==> config.mk <==
export PLATFORM = sky130hd
export DESIGN_NAME = cdce_config_sequencer
export DESIGN_NICKNAME = d
export VERILOG_FILES = /design/src/rtl/cdce_cfg_pkg.sv /design/src/rtl/cdce_spi_shifter.sv /design/src/rtl/cdce_config_sequencer.sv
export SDC_FILE = /design/constraint.sdc
export NUM_CORES = 1
export LEC_CHECK = 0
export CORE_MARGIN = 1
export CORE_UTILIZATION = 40
export DETAILED_ROUTE_END_ITERATION = 7
export GPL_TIMING_DRIVEN = 1
export HOLD_SLACK_MARGIN = 0.03
export PLACE_DENSITY_LB_ADDON = 0.1
export SETUP_SLACK_MARGIN = 0.3
export SYNTH_ARGS = -nofsm -noshare
export SYNTH_HDL_FRONTEND = slang
export SYNTH_HIERARCHICAL = 1
export SYNTH_SLANG_ARGS = --single-unit
==> constraint.sdc <==
create_clock -name clk -period 3.03 [get_ports clk]
set_input_delay 0.606 -clock clk [delete_from_list [all_inputs] [get_ports clk]]
set_output_delay 0.606 -clock clk [all_outputs]
set_load 0.02 [all_outputs]
==> src/rtl/cdce_cfg_pkg.sv <==
// Shared constants for the CDCE configuration sequencer: command field widths,
// opcodes and the sequencer state encoding.
package cdce_cfg_pkg;

   localparam int unsigned CmdW     = 36;
   localparam int unsigned PayloadW = 32;
   localparam int unsigned OpW      = 4;
   localparam int unsigned AddrW    = 8;

   localparam logic [OpW-1:0] OpEnd   = 4'h0;
   localparam logic [OpW-1:0] OpWrite = 4'h1;
   localparam logic [OpW-1:0] OpWait  = 4'h2;
   localparam logic [OpW-1:0] OpRead  = 4'h3;

   typedef enum logic [2:0] {
      StIdle,
      StFetch,
      StRomWait,
      StDecode,
      StShift,
      StLatch,
      StDelay,
      StFault
   } state_e;

endpackage

==> src/rtl/cdce_spi_shifter.sv <==
// 32-bit MSB-first SPI serializer with sclk divider. Optional MISO capture
// (rd_data_o / rd_valid_o) is built when CDCE_READBACK_EN is defined.
module cdce_spi_shifter
   import cdce_cfg_pkg::*;
#(
   parameter int unsigned SclkHalf = 4
) (
   input  logic                clk_i,
   input  logic                rst_i,
   input  logic                load_i,
   input  logic [PayloadW-1:0] data_i,
`ifdef CDCE_READBACK_EN
   input  logic                capture_i,
   input  logic                miso_i,
   output logic [PayloadW-1:0] rd_data_o,
   output logic                rd_valid_o,
`endif
   output logic                sclk_o,
   output logic                mosi_o,
   output logic                last_o
);

   logic                active_q, active_d;
   logic                phase_q, phase_d;
   logic [7:0]          half_q, half_d;
   logic [4:0]          bit_q, bit_d;
   logic [PayloadW-1:0] sr_q, sr_d;
   logic                half_end;
`ifdef CDCE_READBACK_EN
   logic                cap_q, cap_d;
   logic [PayloadW-1:0] rx_q, rx_d;
   logic [PayloadW-1:0] rd_data_q, rd_data_d;
   logic                rd_valid_q, rd_valid_d;
`endif

   assign half_end = (half_q == 8'(SclkHalf - 1));
   // phase_q low = first half of a bit (mosi settles), high = sclk high
   assign sclk_o   = active_q & phase_q;
   assign mosi_o   = active_q & sr_q[PayloadW-1];
   assign last_o   = active_q & phase_q & half_end & (bit_q == 5'd31);
`ifdef CDCE_READBACK_EN
   assign rd_data_o  = rd_data_q;
   assign rd_valid_o = rd_valid_q;
`endif

   // Divider and shift register next state; miso is taken on the sclk rising edge.
   always_comb begin
      active_d = active_q;
      phase_d  = phase_q;
      half_d   = half_q;
      bit_d    = bit_q;
      sr_d     = sr_q;
`ifdef CDCE_READBACK_EN
      cap_d      = cap_q;
      rx_d       = rx_q;
      rd_data_d  = rd_data_q;
      rd_valid_d = 1'b0;
`endif
      if (load_i) begin
         active_d = 1'b1;
         phase_d  = 1'b0;
         half_d   = '0;
         bit_d    = '0;
         sr_d     = data_i;
`ifdef CDCE_READBACK_EN
         cap_d    = capture_i;
`endif
      end else if (active_q) begin
         if (half_end) begin
            half_d = '0;
            if (!phase_q) begin
               phase_d = 1'b1;
`ifdef CDCE_READBACK_EN
               rx_d = {rx_q[PayloadW-2:0], miso_i};
`endif
            end else begin
               phase_d = 1'b0;
               if (bit_q == 5'd31) begin
                  active_d = 1'b0;
`ifdef CDCE_READBACK_EN
                  if (cap_q) begin
                     rd_data_d  = rx_q;
                     rd_valid_d = 1'b1;
                  end
`endif
               end else begin
                  bit_d = bit_q + 5'd1;
                  sr_d  = {sr_q[PayloadW-2:0], 1'b0};
               end
            end
         end else begin
            half_d = half_q + 8'd1;
         end
      end
   end

   // Shifter state registers.
   always_ff @(posedge clk_i) begin
      if (rst_i) begin
         active_q <= 1'b0;
         phase_q  <= 1'b0;
         half_q   <= '0;
         bit_q    <= '0;
         sr_q     <= '0;
`ifdef CDCE_READBACK_EN
         cap_q      <= 1'b0;
         rx_q       <= '0;
         rd_data_q  <= '0;
         rd_valid_q <= 1'b0;
`endif
      end else begin
         active_q <= active_d;
         phase_q  <= phase_d;
         half_q   <= half_d;
         bit_q    <= bit_d;
         sr_q     <= sr_d;
`ifdef CDCE_READBACK_EN
         cap_q      <= cap_d;
         rx_q       <= rx_d;
         rd_data_q  <= rd_data_d;
         rd_valid_q <= rd_valid_d;
`endif
      end
   end

endmodule

==> src/rtl/cdce_config_sequencer.sv <==
// Walks a 256-entry command ROM (two-cycle fetch) and issues CDCE SPI frames,
// waits and an end marker. Macro CDCE_READBACK_EN adds the READ opcode and the
// spi_miso / rd_data / rd_valid ports.
module cdce_config_sequencer
   import cdce_cfg_pkg::*;
#(
   parameter int unsigned SCLK_HALF = 4,
   parameter int unsigned LE_HIGH   = 8
) (
   input  logic                clk,
   input  logic                reset,
   input  logic                start,
   output logic [AddrW-1:0]    rom_address,
   input  logic [CmdW-1:0]     rom_command,
   output logic                busy,
   output logic                done,
   output logic                error,
   output logic                spi_sclk,
   output logic                spi_le,
   output logic                spi_mosi
`ifdef CDCE_READBACK_EN
   ,
   input  logic                spi_miso,
   output logic [PayloadW-1:0] rd_data,
   output logic                rd_valid
`endif
);

   state_e              state_q, state_d;
   logic [AddrW-1:0]    addr_q, addr_d;
   logic [23:0]         cnt_q, cnt_d;
   logic [OpW-1:0]      opcode;
   logic [PayloadW-1:0] payload;
   logic                advance;
   logic                shift_load, shift_last, shift_sclk, shift_mosi;
   logic [PayloadW-1:0] shift_data;
`ifdef CDCE_READBACK_EN
   logic                rd_pend_q, rd_pend_d;
   logic                shift_capture;
`endif

   assign opcode      = rom_command[CmdW-1:PayloadW];
   assign payload     = rom_command[PayloadW-1:0];
   assign rom_address = addr_q;

   cdce_spi_shifter #(
      .SclkHalf (SCLK_HALF)
   ) u_shifter (
      .clk_i      (clk),
      .rst_i      (reset),
      .load_i     (shift_load),
      .data_i     (shift_data),
`ifdef CDCE_READBACK_EN
      .capture_i  (shift_capture),
      .miso_i     (spi_miso),
      .rd_data_o  (rd_data),
      .rd_valid_o (rd_valid),
`endif
      .sclk_o     (shift_sclk),
      .mosi_o     (shift_mosi),
      .last_o     (shift_last)
   );

   // State register.
   always_ff @(posedge clk) begin
      if (reset) begin
         state_q   <= StIdle;
         addr_q    <= '0;
         cnt_q     <= '0;
`ifdef CDCE_READBACK_EN
         rd_pend_q <= 1'b0;
`endif
      end else begin
         state_q   <= state_d;
         addr_q    <= addr_d;
         cnt_q     <= cnt_d;
`ifdef CDCE_READBACK_EN
         rd_pend_q <= rd_pend_d;
`endif
      end
   end

   // Next-state logic; 'advance' moves to the next command or faults past 255.
   always_comb begin
      state_d    = state_q;
      addr_d     = addr_q;
      cnt_d      = cnt_q;
      advance    = 1'b0;
      shift_load = 1'b0;
      shift_data = payload;
`ifdef CDCE_READBACK_EN
      rd_pend_d     = rd_pend_q;
      shift_capture = 1'b0;
`endif
      unique case (state_q)
         StIdle: begin
            if (start) begin
               addr_d  = '0;
               state_d = StFetch;
            end
         end
         StFetch:   state_d = StRomWait;
         StRomWait: state_d = StDecode;
         StDecode: begin
            case (opcode)
               OpEnd:   state_d = StIdle;
               OpWrite: begin
                  shift_load = 1'b1;
                  state_d    = StShift;
               end
               OpWait: begin
                  if (payload[23:0] == 24'd0) begin
                     advance = 1'b1;
                  end else begin
                     cnt_d   = payload[23:0];
                     state_d = StDelay;
                  end
               end
`ifdef CDCE_READBACK_EN
               OpRead: begin
                  shift_load = 1'b1;
                  rd_pend_d  = 1'b1;
                  state_d    = StShift;
               end
`endif
               default: state_d = StFault;
            endcase
         end
         StShift: begin
            if (shift_last) begin
               cnt_d   = 24'(LE_HIGH);
               state_d = StLatch;
            end
         end
         StLatch: begin
            if (cnt_q <= 24'd1) begin
`ifdef CDCE_READBACK_EN
               if (rd_pend_q) begin
                  // Second frame of a READ: clock out zeros while capturing miso.
                  rd_pend_d     = 1'b0;
                  shift_load    = 1'b1;
                  shift_data    = '0;
                  shift_capture = 1'b1;
                  state_d       = StShift;
               end else begin
                  advance = 1'b1;
               end
`else
               advance = 1'b1;
`endif
            end else begin
               cnt_d = cnt_q - 24'd1;
            end
         end
         StDelay: begin
            if (cnt_q <= 24'd1) begin
               advance = 1'b1;
            end else begin
               cnt_d = cnt_q - 24'd1;
            end
         end
         StFault: state_d = StFault;
         default: state_d = StIdle;
      endcase
      if (advance) begin
         if (addr_q == '1) begin
            state_d = StFault;
         end else begin
            addr_d  = addr_q + 8'd1;
            state_d = StFetch;
         end
      end
   end

   // Outputs decoded from the current state; SPI pins are quiet outside SHIFT.
   always_comb begin
      done     = (state_q == StDecode) && (opcode == OpEnd);
      busy     = (state_q != StIdle) && (state_q != StFault) && !done;
      error    = (state_q == StFault);
      spi_le   = (state_q != StShift);
      spi_sclk = (state_q == StShift) && shift_sclk;
      spi_mosi = (state_q == StShift) && shift_mosi;
   end

endmodule

---- Word-level counts from Yosys, hierarchy flattened ----
Index checks and enable logic that the tools add are counted.
cells by class
  add/subtract/negate cells ............... 4
  $mul .................................... 0
  div/mod/pow operators ................... 0
  $lt $le $gt $ge ......................... 1
  equal/unequal tests ..................... 22
  shifts and indexed selects .............. 0
  multiplexer cells ....................... 34
  bitwise logic cells ..................... 5
  reduce and logical (&&, ||, !) cells .... 22
operators by type and width
  cell                                                                    count
  32-bit two-way mux                                                      5
  24-bit two-way mux                                                      4
  24-bit one-hot mux with 3 select lines                                  1
  8-bit two-way mux                                                       5
  24-bit by 1-bit <= comparator with 1-bit output, second input constant  1
  24-bit zero test                                                        1
  24-bit by 1-bit subtractor with 24-bit output, second input constant    1
  3-bit one-hot mux with 6 select lines                                   1
  8-bit by 1-bit adder with 8-bit output, second input constant           2
  3-bit two-way mux                                                       5
  3-bit equality test, second input constant                              4
  3-bit != test, second input constant                                    4
  4-bit AND reduction                                                     3
  1-bit two-way mux                                                       11
  3-bit one-hot mux with 3 select lines                                   1
  8-bit by 2-bit equality test with 1-bit output, second input constant   1
  8-bit equality test, second input constant                              1
  2-bit != test, second input constant                                    4
  7-bit nonzero test                                                      1
  3-bit by 2-bit equality test with 1-bit output, second input constant   2
  2-bit nonzero test                                                      3
  3-bit nonzero test                                                      2
  5-bit by 1-bit adder with 5-bit output, second input constant           1
  5-bit equality test, second input constant                              1
  other kinds (15)                                                        23
word-level totals
  register bits ........................... 82
  latch bits .............................. 0
  bits in writable memories ............... 0
  bits in read-only memories .............. 0
  input bits .............................. 39
  output and inout bits ................... 14
  logic and storage cells ................. 96
  memories ................................ 0

---- Longest topological paths before layout ----
Gate-level depths: netlist of the first run.
  depth in word-level cells ............... 6
  depth in mapped cells ................... 11
  gate-level depth less buffers ........... 9

---- Hierarchy ----
Netlist of the first run, hierarchy kept.
by module, submodules not included
  module                 times used  cells an instance  area each (sq um)  sequential area each (sq um)
  cdce_spi_shifter       1           294                2,457.4            940.9
  cdce_config_sequencer  1           317                2,353.5            700.7

---- Worst setup path after synthesis of the first run ----
No wires, ideal clock.
  path type ............................... input to register
  start ................................... input port rom_command[33]
  end ..................................... register u_shifter.sr_q[18]
  library setup time ...................... 0.114 ns
  arrival ................................. 2.187 ns
  data required time ...................... 2.916 ns
  setup slack ............................. 0.729 ns
  stages .................................. 7
  buffers on the path ..................... 2
  cell sequence ........................... nor3_1 -> nand2_1 -> nor2_1 -> clkbuf_1 -> clkbuf_1 -> nor2_1 -> a2111oi_0
between the ends
  cells in the longest elaborated chain, start to end .. 5
  elaborated cells on any way between the ends .. 9
  classes of those cells .................. 2 x eq/ne; 3 x mux; 4 x reduce/logical
ends and longest elaborated chain
  what                                                                  line                          source
  start: declaration                                                    cdce_config_sequencer.sv:14   input logic [CmdW-1:0] rom_command,
  4-bit by 1-bit equality test with 1-bit output (*)                    cdce_config_sequencer.sv:105  case (opcode)
  1-bit two-way mux (*)                                                 cdce_config_sequencer.sv:105
  1-bit two-way mux (*)                                                 cdce_config_sequencer.sv:95   unique case (state_q)
  net shift_load                                                        cdce_config_sequencer.sv:35   logic shift_load, shift_last, shift_sclk, shift_mosi;
  2-bit != test (no line) / 2-bit nonzero test (equally long branches)  -
  4-bit AND reduction (no line)                                         -
  end signal: assignment                                                cdce_spi_shifter.sv:116       sr_q <= sr_d;
  end: declaration                                                      cdce_spi_shifter.sv:27        logic [PayloadW-1:0] sr_q, sr_d;
The timed path passes the listed nets; every way through them passes the cells marked *.
A chain may end at the register's enable or synchronous reset.

---- Worst setup path in the final report of the first run ----
  start ................................... register state_q[2]
  end ..................................... output port spi_sclk
between the ends
  cells in the longest elaborated chain, start to end .. 2
ends and longest elaborated chain
  what                      line                          source
  start: declaration        cdce_config_sequencer.sv:29   state_e state_q, state_d;
  start signal: assignment  cdce_config_sequencer.sv:67   state_q <= StIdle;
  start signal: assignment  cdce_config_sequencer.sv:74   state_q <= state_d;
  3-bit equality test       cdce_config_sequencer.sv:181  spi_sclk = (state_q == StShift) && shift_sclk;
  1-bit logical AND         cdce_config_sequencer.sv:181
  end: declaration          cdce_config_sequencer.sv:18   output logic spi_sclk,
Every way passes these cells.

==> flow_summary.ini, run 1 <==
[sta]
slew_viol_final = 0
tns_ns = 0
max_freq_ghz = 0.384
slew_headroom = 0.557
setup_violations = 0
hold_violations = 0
fin_crit_sh = 0.859
fin_crit_ns = 2.60
tightest_slew_ns = 0.663
fin_worst_skew_ns = 0.00681
finalWorstSetupSlack_ns = 0.426
rsz0062_at_grt = false

[place]
numPortBuffers = 52
placedCellCount = 771
place_area_sq_um = 5430
gp_congestion = 0.842
dpl_worst_slack_ns = 0.142
place_hpwl_um = 9370

[critical_path]
worstPathMaxFanout = 12
end_kind = primary output
crit_type = register to primary output
cp.required_ns = 2.42
ff2ff_setup_slack_ns = 0.62
r2r_cells = 7
cp.arrival_ns = 2.00
critPathLaunchType = register

[run_status]
violations = DRC
outcome = finished with violations

[synth]
synth_edf_count = 0
syn_area_sq_um = 4810
yosysMostFrequentCell = dfxtp_1
synth_top_area_share = 0.341
synth_nets = 656
yosys_warnings = 6
netlist-cell-type-count = 69
synth_top_area_cell = dfxtp_1
ys_top_cells_by_area = dfxtp_1 34%, nor2_1 5.5%, a21oi_1 4.5%
async_flop_share = 0
yosysSeqAreaShare = 0.341
synth_common_cells = 82 x dfxtp_1, 71 x nor2_1, 43 x a21oi_1
synth_ff_type = dfxtp_1
synth_seq_cells = 82
syn_avg_cell_area_sq_um = 7.87
postSynthCellCount = 611

[clocking]
htree_levels = 3
cts_root_buf = clkbuf_16
cts_tree = yes
clockBufferDepth = 2
clk_pin_slew_ns = 0.06
cts_setup_buffers = 0
cts_resized = 2
clock_sinks = 82
cts_hold_buf = 0
numCtsBuffers = 9
clkLatencyLatePin_ns = 0.35

[power]
swShare = 0.274
leakage_nw = 2.01
fin_total_pwr_mw = 2.75
p_seq_frac = 0.413
combPwrFrac = 0.165
power_density_nw_per_um2 = 479
p_int_mw = 2.00
ir_worst_vdd_mv = 0.378
p_switching_mw = 0.753
pwr-share-clk = 0.422

[finish]
fin_cells = 786
fin_area_sq_um = 5740
drive_above_1_share = 0.104
layout.nets = 684
n_antenna_cell = 0
syn2layout_area_growth_pct = 19.4

[route]
drc_errors = 1
drt-wirelength-per-cell_um = 17.7
drt_iter0_markers = 393
firstDrtPassIters = 7
viasPerCell = 6.07
routed_wirelength_um = 13900
antenna_left = 0
vias = 4773

[floorplan]
core_sq_um = 11600
dieArea_sq_um = 12500
die_w_um = 112
die_y_um = 112
ios = 53
initial_utilization = 0.416
num_rows = 39

[grt]
grt_pass1_vias = 4381
antenna_found_initial = 0
overflow = 0
grt_max_degree = 53
grt_usage = 0.230
grt_pass1_wl_um = 22900

[min_path]
hold_class = register to register
worstHoldPathCells = 2

[job]
maxCapViolations = 0
## critical path, cell delays in order (launching register included)
cell	delay [ns]
dfxtp_1	0.51
and3_1	0.37
and2_1	0.17
clkdlybuf4s50_1	0.59
## logic make-up (layout without fill, tap and decap cells)
| group | after synthesis | count (layout) | share of synthesized area |
|---|---|---|---|
| AO/OA/AOI/OAI | 160 | 160 | 0.228 |
| XOR/XNOR | 8 | 8 | 0.0161 |
| adder cells (fa/ha/maj) | 6 | 6 | 0.0156 |
| buffers and inverters | 63 | 95 | 0.0570 |
| flip-flops | 82 | 82 | 0.341 |
| multiplexers | 3 | 3 | 0.00624 |
| AND/OR/NAND/NOR | 289 | 289 | 0.336 |
## metrics by stage
stage          hold slack (ns)  utilization
2_1_floorplan            0.439            -
3_3_place_gp             0.455        0.469
3_5_place_dp             0.466        0.469
4_1_cts                  0.474        0.496
5_1_grt                  0.488        0.497
6_report                 0.473        0.497
## power groups by stage
stage	logic (mW)	registers, mW	clock network (mW)
detailed placement	0.450	1.16	0
finish	0.454	1.14	1.16
global placement	0.450	1.16	0
global route	0.495	1.14	1.23
floorplan	0.304	1.14	0
CTS	0.450	1.13	1.19
## worst paths after layout
check	startpoint	to
worst max-delay path	state_q[2]	spi_sclk
worst min-delay path	cnt_q[14]	cnt_q[14]
worst max register to register	state_q[2]	cnt_q[1]
worst min register to register	cnt_q[14]	cnt_q[14]
## area by class of cell
| type | instances | area (sq um) |
|---|---|---|
| Clock buffer | 9 | 225 |
| Sequential cell | 82 | 1640 |
| Inverter | 12 | 45.0 |
| Tap cell | 143 | 179 |
| Timing Repair Buffer | 68 | 646 |
| Clock inverter | 6 | 82.6 |
| Fill cell | 1138 | 5820 |
| Multi-Input combinational cell | 466 | 2920 |
## cells in the final DEF (no fill, tap or decap), types with 8 or more instances in the layout
cell type / n
a2111oi_0: 15
a211oi_1: 10
a21oi_1: 43
a31oi_1: 17
and2_1: 8
and3_1: 9
buf_4: 15
clkbuf_16: 9
clkdlybuf4s50_1: 49
dfxtp_1: 81
inv_1: 11
nand2_1: 42
nand2b_1: 21
nand3_1: 16
nand4_1: 24
nor2_1: 70
nor3_1: 10
nor4_1: 26
nor4bb_1: 14
o21ai_0: 23
o31ai_1: 11
or2_2: 16
## state kept, by name (all words and copies together), names as in the netlist
register            count
u_shifter/sr_q         32
cnt_q                  24
rom_address             8
u_shifter/half_q        8
u_shifter/bit_q         5
state_q                 3
u_shifter/active_q      1
u_shifter/phase_q       1
## per-layer routing
layer	vias to the layer above	GRT usage	part of all wire
met1	2312	0.300	0.46
met4	0	0.0685	0.0098
met3	9	0.0572	0.042
li1	2345	-	-
met5	-	0	0
met2	107	0.375	0.48
No activity file was read; power rests on OpenSTA's default activity.
==> run 2: changes to the inputs <==
--- a/config.mk
+++ b/config.mk
@@ -16,3 +16,4 @@
 export SYNTH_HDL_FRONTEND = slang
 export SYNTH_HIERARCHICAL = 1
 export SYNTH_SLANG_ARGS = --single-unit
+export TNS_END_PERCENT = 20
==> run 2 against run 1 <==
  * The flow still finishes with violations (DRC)
  * Clock skew is 0.00091 ns lower
  * Highest routed layer unchanged
  * Register-to-register slack got worse by 0.15 ns
  * Clock power about the same
  * Largest cell class unchanged
  * Die area is the same
  * Fmax fell by 0.80%
  * Critical path type unchanged
  * Critical endpoint unchanged
==> flow_summary.ini, run 2 (synthesized netlist as in run 1, its figures left out) <==
[route]
drt_iter0_markers = 377
viasPerCell = 6.10
met1_length_um = 6470
highest-signal-layer = met4
vias = 4793
met2_length_um = 6770
drc_errors = 1
drt-wirelength-per-cell_um = 17.9
firstDrtPassIters = 7
routed_wirelength_um = 14100
wl_met3_um = 642
antenna_left = 0

[floorplan]
dieArea_sq_um = 12500
core_sq_um = 11600
num_rows = 39
ios = 53
initial_utilization = 0.416
die_w_um = 112
die_y_um = 112

[sta]
slew_viol_final = 0
rsz0062_at_grt = true
setup_violations = 0
tns_ns = 0
holdWs_ns = 0.474
tightest_slew_ns = 0.678
fin_worst_skew_ns = 0.00590
fin_crit_ns = 2.63
hold_violations = 0
slew_headroom = 0.547
max_freq_ghz = 0.381
fin_crit_sh = 0.866

[finish]
largest_reg_flops = 32
top_regs = u_shifter/sr_q: 32 flops, cnt_q: 24 flops
final_cell_mix = 82 x dfxtp_1, 70 x nor2_1, 49 x clkdlybuf4s50_1, 43 x a21oi_1, 42 x nand2_1
syn2layout_area_growth_pct = 19.3
drive_above_1_share = 0.101
regMostFlops = u_shifter/sr_q
layout.nets = 684
n_antenna_cell = 0
layout.cells.most_common = dfxtp_1

[power]
ir_worst_vdd_mv = 0.378
leakage_nw = 2.02
power_density_nw_per_um2 = 480

[run_status]
violations = DRC
outcome = finished with violations

[grt]
antenna_found_initial = 0
grt_max_degree = 53
overflow = 0
grt_pass1_wl_um = 22900
grt_pass1_vias = 4375
grt_usage = 0.230

[clocking]
cts_root_buf = clkbuf_16
clk_pin_slew_ns = 0.06
clkLatencyLatePin_ns = 0.35
cts_tree = yes
cts_setup_buffers = 0
htree_levels = 3
clock_sinks = 82
numCtsBuffers = 9
clockBufferDepth = 2

[job]
maxCapViolations = 0

[place]
gp_congestion = 0.842
place_hpwl_um = 9370
numPortBuffers = 52

[critical_path]
r2r_start = u_shifter/half_q[0]
critPathLaunch = state_q[0]
cp.arrival_ns = 2.02
worstPathMaxFanout = 8
critPathLaunchType = register
crit_type = register to primary output
end_kind = primary output
cp.required_ns = 2.42

[min_path]
hold_class = register to register
hp-start = cnt_q[14]
-- run 2: changes by cell type in the layout (fill, tap and decap cells not counted) --
cell	previous run	this run
dfxtp_1	81	82
dfxtp_2	1	0
dlygate4sd2_1	2	1
dlymetal6s2s_1	0	1
nor3_1	10	11
nor3_2	2	1
-- run 2: report_power, final --
group	internal, mW	leakage (nW)	switching [mW]
Combinational	0.184	1.21	0.271
Clock	0.713	0.151	0.452
Sequential	1.10	0.662	0.0337
Total	2.00	2.02	0.757
-- run 2: worst max-delay path, cell delays in order (launching register included) --
cell and delay (ns):
dfxtp_1 0.50, inv_1 0.15, and3_1 0.30, and2_1 0.20, clkdlybuf4s50_1 0.53
-- run 2: path summary, 6_finish.rpt --
| kind | slack (ns) | end | cells after the start |
|---|---|---|---|
| setup / recovery | 0.40 | spi_sclk | 4 |
| hold / removal | 0.47 | cnt_q[14] | 2 |
| setup reg to reg | 0.47 | cnt_q[19] | 8 |
| hold reg to reg | 0.47 | cnt_q[14] | 2 |
-- run 2: metrics by stage --
stage          setup WS [ns]  total power [mW]  cell area [sq um]   util  cells
6_report               0.405              2.76               5740  0.496    786
5_1_grt                0.262              2.87               5740  0.496    786
3_5_place_dp           0.142              1.61               5430  0.469    771
2_1_floorplan          0.729              1.45               4810      -    611
3_3_place_gp           0.184              1.61               5430  0.469    771
4_1_cts                0.190              2.78               5730  0.496    786
-- run 2: what timing repair did --
item | 4_1_cts | 5_1_grt
hold buffers | 0 | 0
setup endpoints to repair | 2 | 14
gates resized for setup | 1 | 2
-- run 2: layout make-up --
type,count,area [sq um]
timing repair buffer,68,649
inverter,12,45.0
multi-input combinational,466,2920
sequential,82,1640
tap,143,179
clock inverter,6,82.6
fill,1141,5820
clock buffer,9,225
-- run 2: per-layer routing --
layer / vias up / global-route usage
li1: 2346 / -
met1: 2306 / 0.300
met2: 132 / 0.375
met3: 9 / 0.0572
met4: 0 / 0.0685
met5: - / 0
==> run 3: changes to the inputs <==
--- a/config.mk
+++ b/config.mk
@@ -10,7 +10,6 @@
 export DETAILED_ROUTE_END_ITERATION = 7
 export GPL_TIMING_DRIVEN = 1
 export HOLD_SLACK_MARGIN = 0.03
-export PLACE_DENSITY_LB_ADDON = 0.1
 export SETUP_SLACK_MARGIN = 0.3
 export SYNTH_ARGS = -nofsm -noshare
 export SYNTH_HDL_FRONTEND = slang
==> constraint.sdc (replaced) <==
create_clock -name clk -period 3.03 [get_ports clk]
set_input_delay 0.4545 -clock clk [delete_from_list [all_inputs] [get_ports clk]]
set_output_delay 0.4545 -clock clk [all_outputs]
set_load 0.02 [all_outputs]
==> run 3 against run 2 <==
  * Largest cell class unchanged
  * Final cell count shrank 0.13%
  * Register-to-register slack got worse by 0.02 ns
  * The run still ends with DRC left
  * Via count shrank 0.23%
==> flow_summary.ini, run 3 (synthesized netlist as in run 1, its figures left out) <==
[run_status]
outcome = finished with violations
violations = DRC

[grt]
grt_max_degree = 47
grt_pass1_wl_um = 22800
grt_usage = 0.226
grt_pass1_vias = 4571
overflow = 0
antenna_found_initial = 0

[critical_path]
cp.required_ns = 2.58
cp.arrival_ns = 2.16
critPathLaunchType = input port
end_kind = primary output
max_stage_delay_ns = 0.65
worstPathMaxFanout = 3
path_cells = clkdlybuf4s50_1 -> nor3_2 -> nand2_1 -> nor2_1 -> a211oi_1 -> clkdlybuf4s50_1
cp_slowest_cell = clkdlybuf4s50_1
crit_type = input port to primary output
cp_common_cell = clkdlybuf4s50_1
ff2ff_setup_slack_ns = 0.45

[place]
place_area_sq_um = 5430
gp_congestion = 0.835
dpl_worst_slack_ns = 0.262
numPortBuffers = 52
place_hpwl_um = 9200

[finish]
layout.nets = 682
top_regs = u_shifter/sr_q: 32 flops, cnt_q: 24 flops
largest_reg_flops = 32
layout.cells.most_common = dfxtp_1
final_cell_mix = 81 x dfxtp_1, 70 x nor2_1, 51 x clkdlybuf4s50_1, 43 x a21oi_1, 42 x nand2_1
regMostFlops = u_shifter/sr_q
n_antenna_cell = 0
syn2layout_area_growth_pct = 20.0
drive_above_1_share = 0.101
fin_area_sq_um = 5770

[floorplan]
die_w_um = 112
initial_utilization = 0.416
ios = 53
num_rows = 39
die_y_um = 112
dieArea_sq_um = 12500
core_sq_um = 11600

[clocking]
clk_pin_slew_ns = 0.06
cts_root_buf = clkbuf_16
clockBufferDepth = 2
clkLatencyLatePin_ns = 0.34
htree_levels = 3
clock_sinks = 82
numCtsBuffers = 9
cts_tree = yes
cts_setup_buffers = 0

[power]
ir_worst_vdd_mv = 0.401
power_density_nw_per_um2 = 495
leakage_nw = 2.02

[route]
drt-wirelength-per-cell_um = 17.3
drc_errors = 2
routed_wirelength_um = 13600
vias = 4782
firstDrtPassIters = 7
viasPerCell = 6.09
drt_iter0_markers = 330
antenna_left = 0

[sta]
tns_ns = 0
finalWorstSetupSlack_ns = 0.420
fin_crit_ns = 2.61
slew_viol_final = 0
holdWs_ns = 0.477
tightest_slew_ns = 0.741
slew_headroom = 0.504
hold_violations = 0
fin_worst_skew_ns = 0.00478
setup_violations = 0
fin_crit_sh = 0.861
max_freq_ghz = 0.383
rsz0062_at_grt = true

[min_path]
hold_class = register to register

[job]
maxCapViolations = 0
## run 3: changes by cell type in the layout (fill, tap and decap cells not counted), sizes merged
| cell | delta |
|---|---|
| buf | -2 |
| clkdlybuf4s50 | +2 |
| bufinv | +1 |
| clkinv | +1 |
| clkinvlp | -1 |
| dlygate4sd2 | -1 |
| dlymetal6s2s | -1 |
## run 3: layout make-up
type	count	area, sq um
fillers	1132	5790
multi-input cells	466	2920
flip-flops and latches	82	1640
repair buffers	66	646
clock buffers	9	225
well taps	143	179
clock inverters	7	118
inverters	12	45.0
## run 3: worst max-delay path: cells and delay by family
family	cells	cell delay, ns
AO/OA/AOI/OAI	1	0.23
buffers and inverters	2	1.17
AND/OR/NAND/NOR	3	0.30
## run 3: where the power goes
group	internal, mW	leakage, nW	total [mW]	switching, mW
clock network	0.805	0.169	1.26	0.456
logic	0.191	1.19	0.463	0.272
registers	1.10	0.662	1.14	0.0334
## run 3: path summary, 6_finish.rpt
path / from / endpoint / cells after the start
worst min-delay path: u_shifter/bit_q[4] / u_shifter/bit_q[4] / 2
worst max register to register: u_shifter/half_q[0] / cnt_q[20] / 8
worst min register to register: u_shifter/bit_q[4] / u_shifter/bit_q[4] / 2
worst max-delay path: rom_command[35] / busy / 6
## run 3: routing by layer
| metal | GRT usage | share of wire | vias up |
|---|---|---|---|
| li1 | - | - | 2344 |
| met1 | 0.295 | 0.46 | 2287 |
| met2 | 0.365 | 0.47 | 130 |
| met3 | 0.0539 | 0.054 | 21 |
| met4 | 0.0730 | 0.018 | 0 |
| met5 | 0 | 0 | - |
## run 3: per-stage QoR
stage | std cells | power [mW] | utilization
6_report | 785 | 2.86 | 0.499
5_1_grt | 785 | 2.99 | 0.499
3_5_place_dp | 769 | 1.62 | 0.469
2_1_floorplan | 611 | 1.45 | -
4_1_cts | 785 | 2.90 | 0.499
3_3_place_gp | 769 | 1.61 | 0.469
## run 3: what timing repair did
item	4_1_cts	5_1_grt
setup endpoints to repair	0	7
resized for setup	0	2
hold buffers	0	0
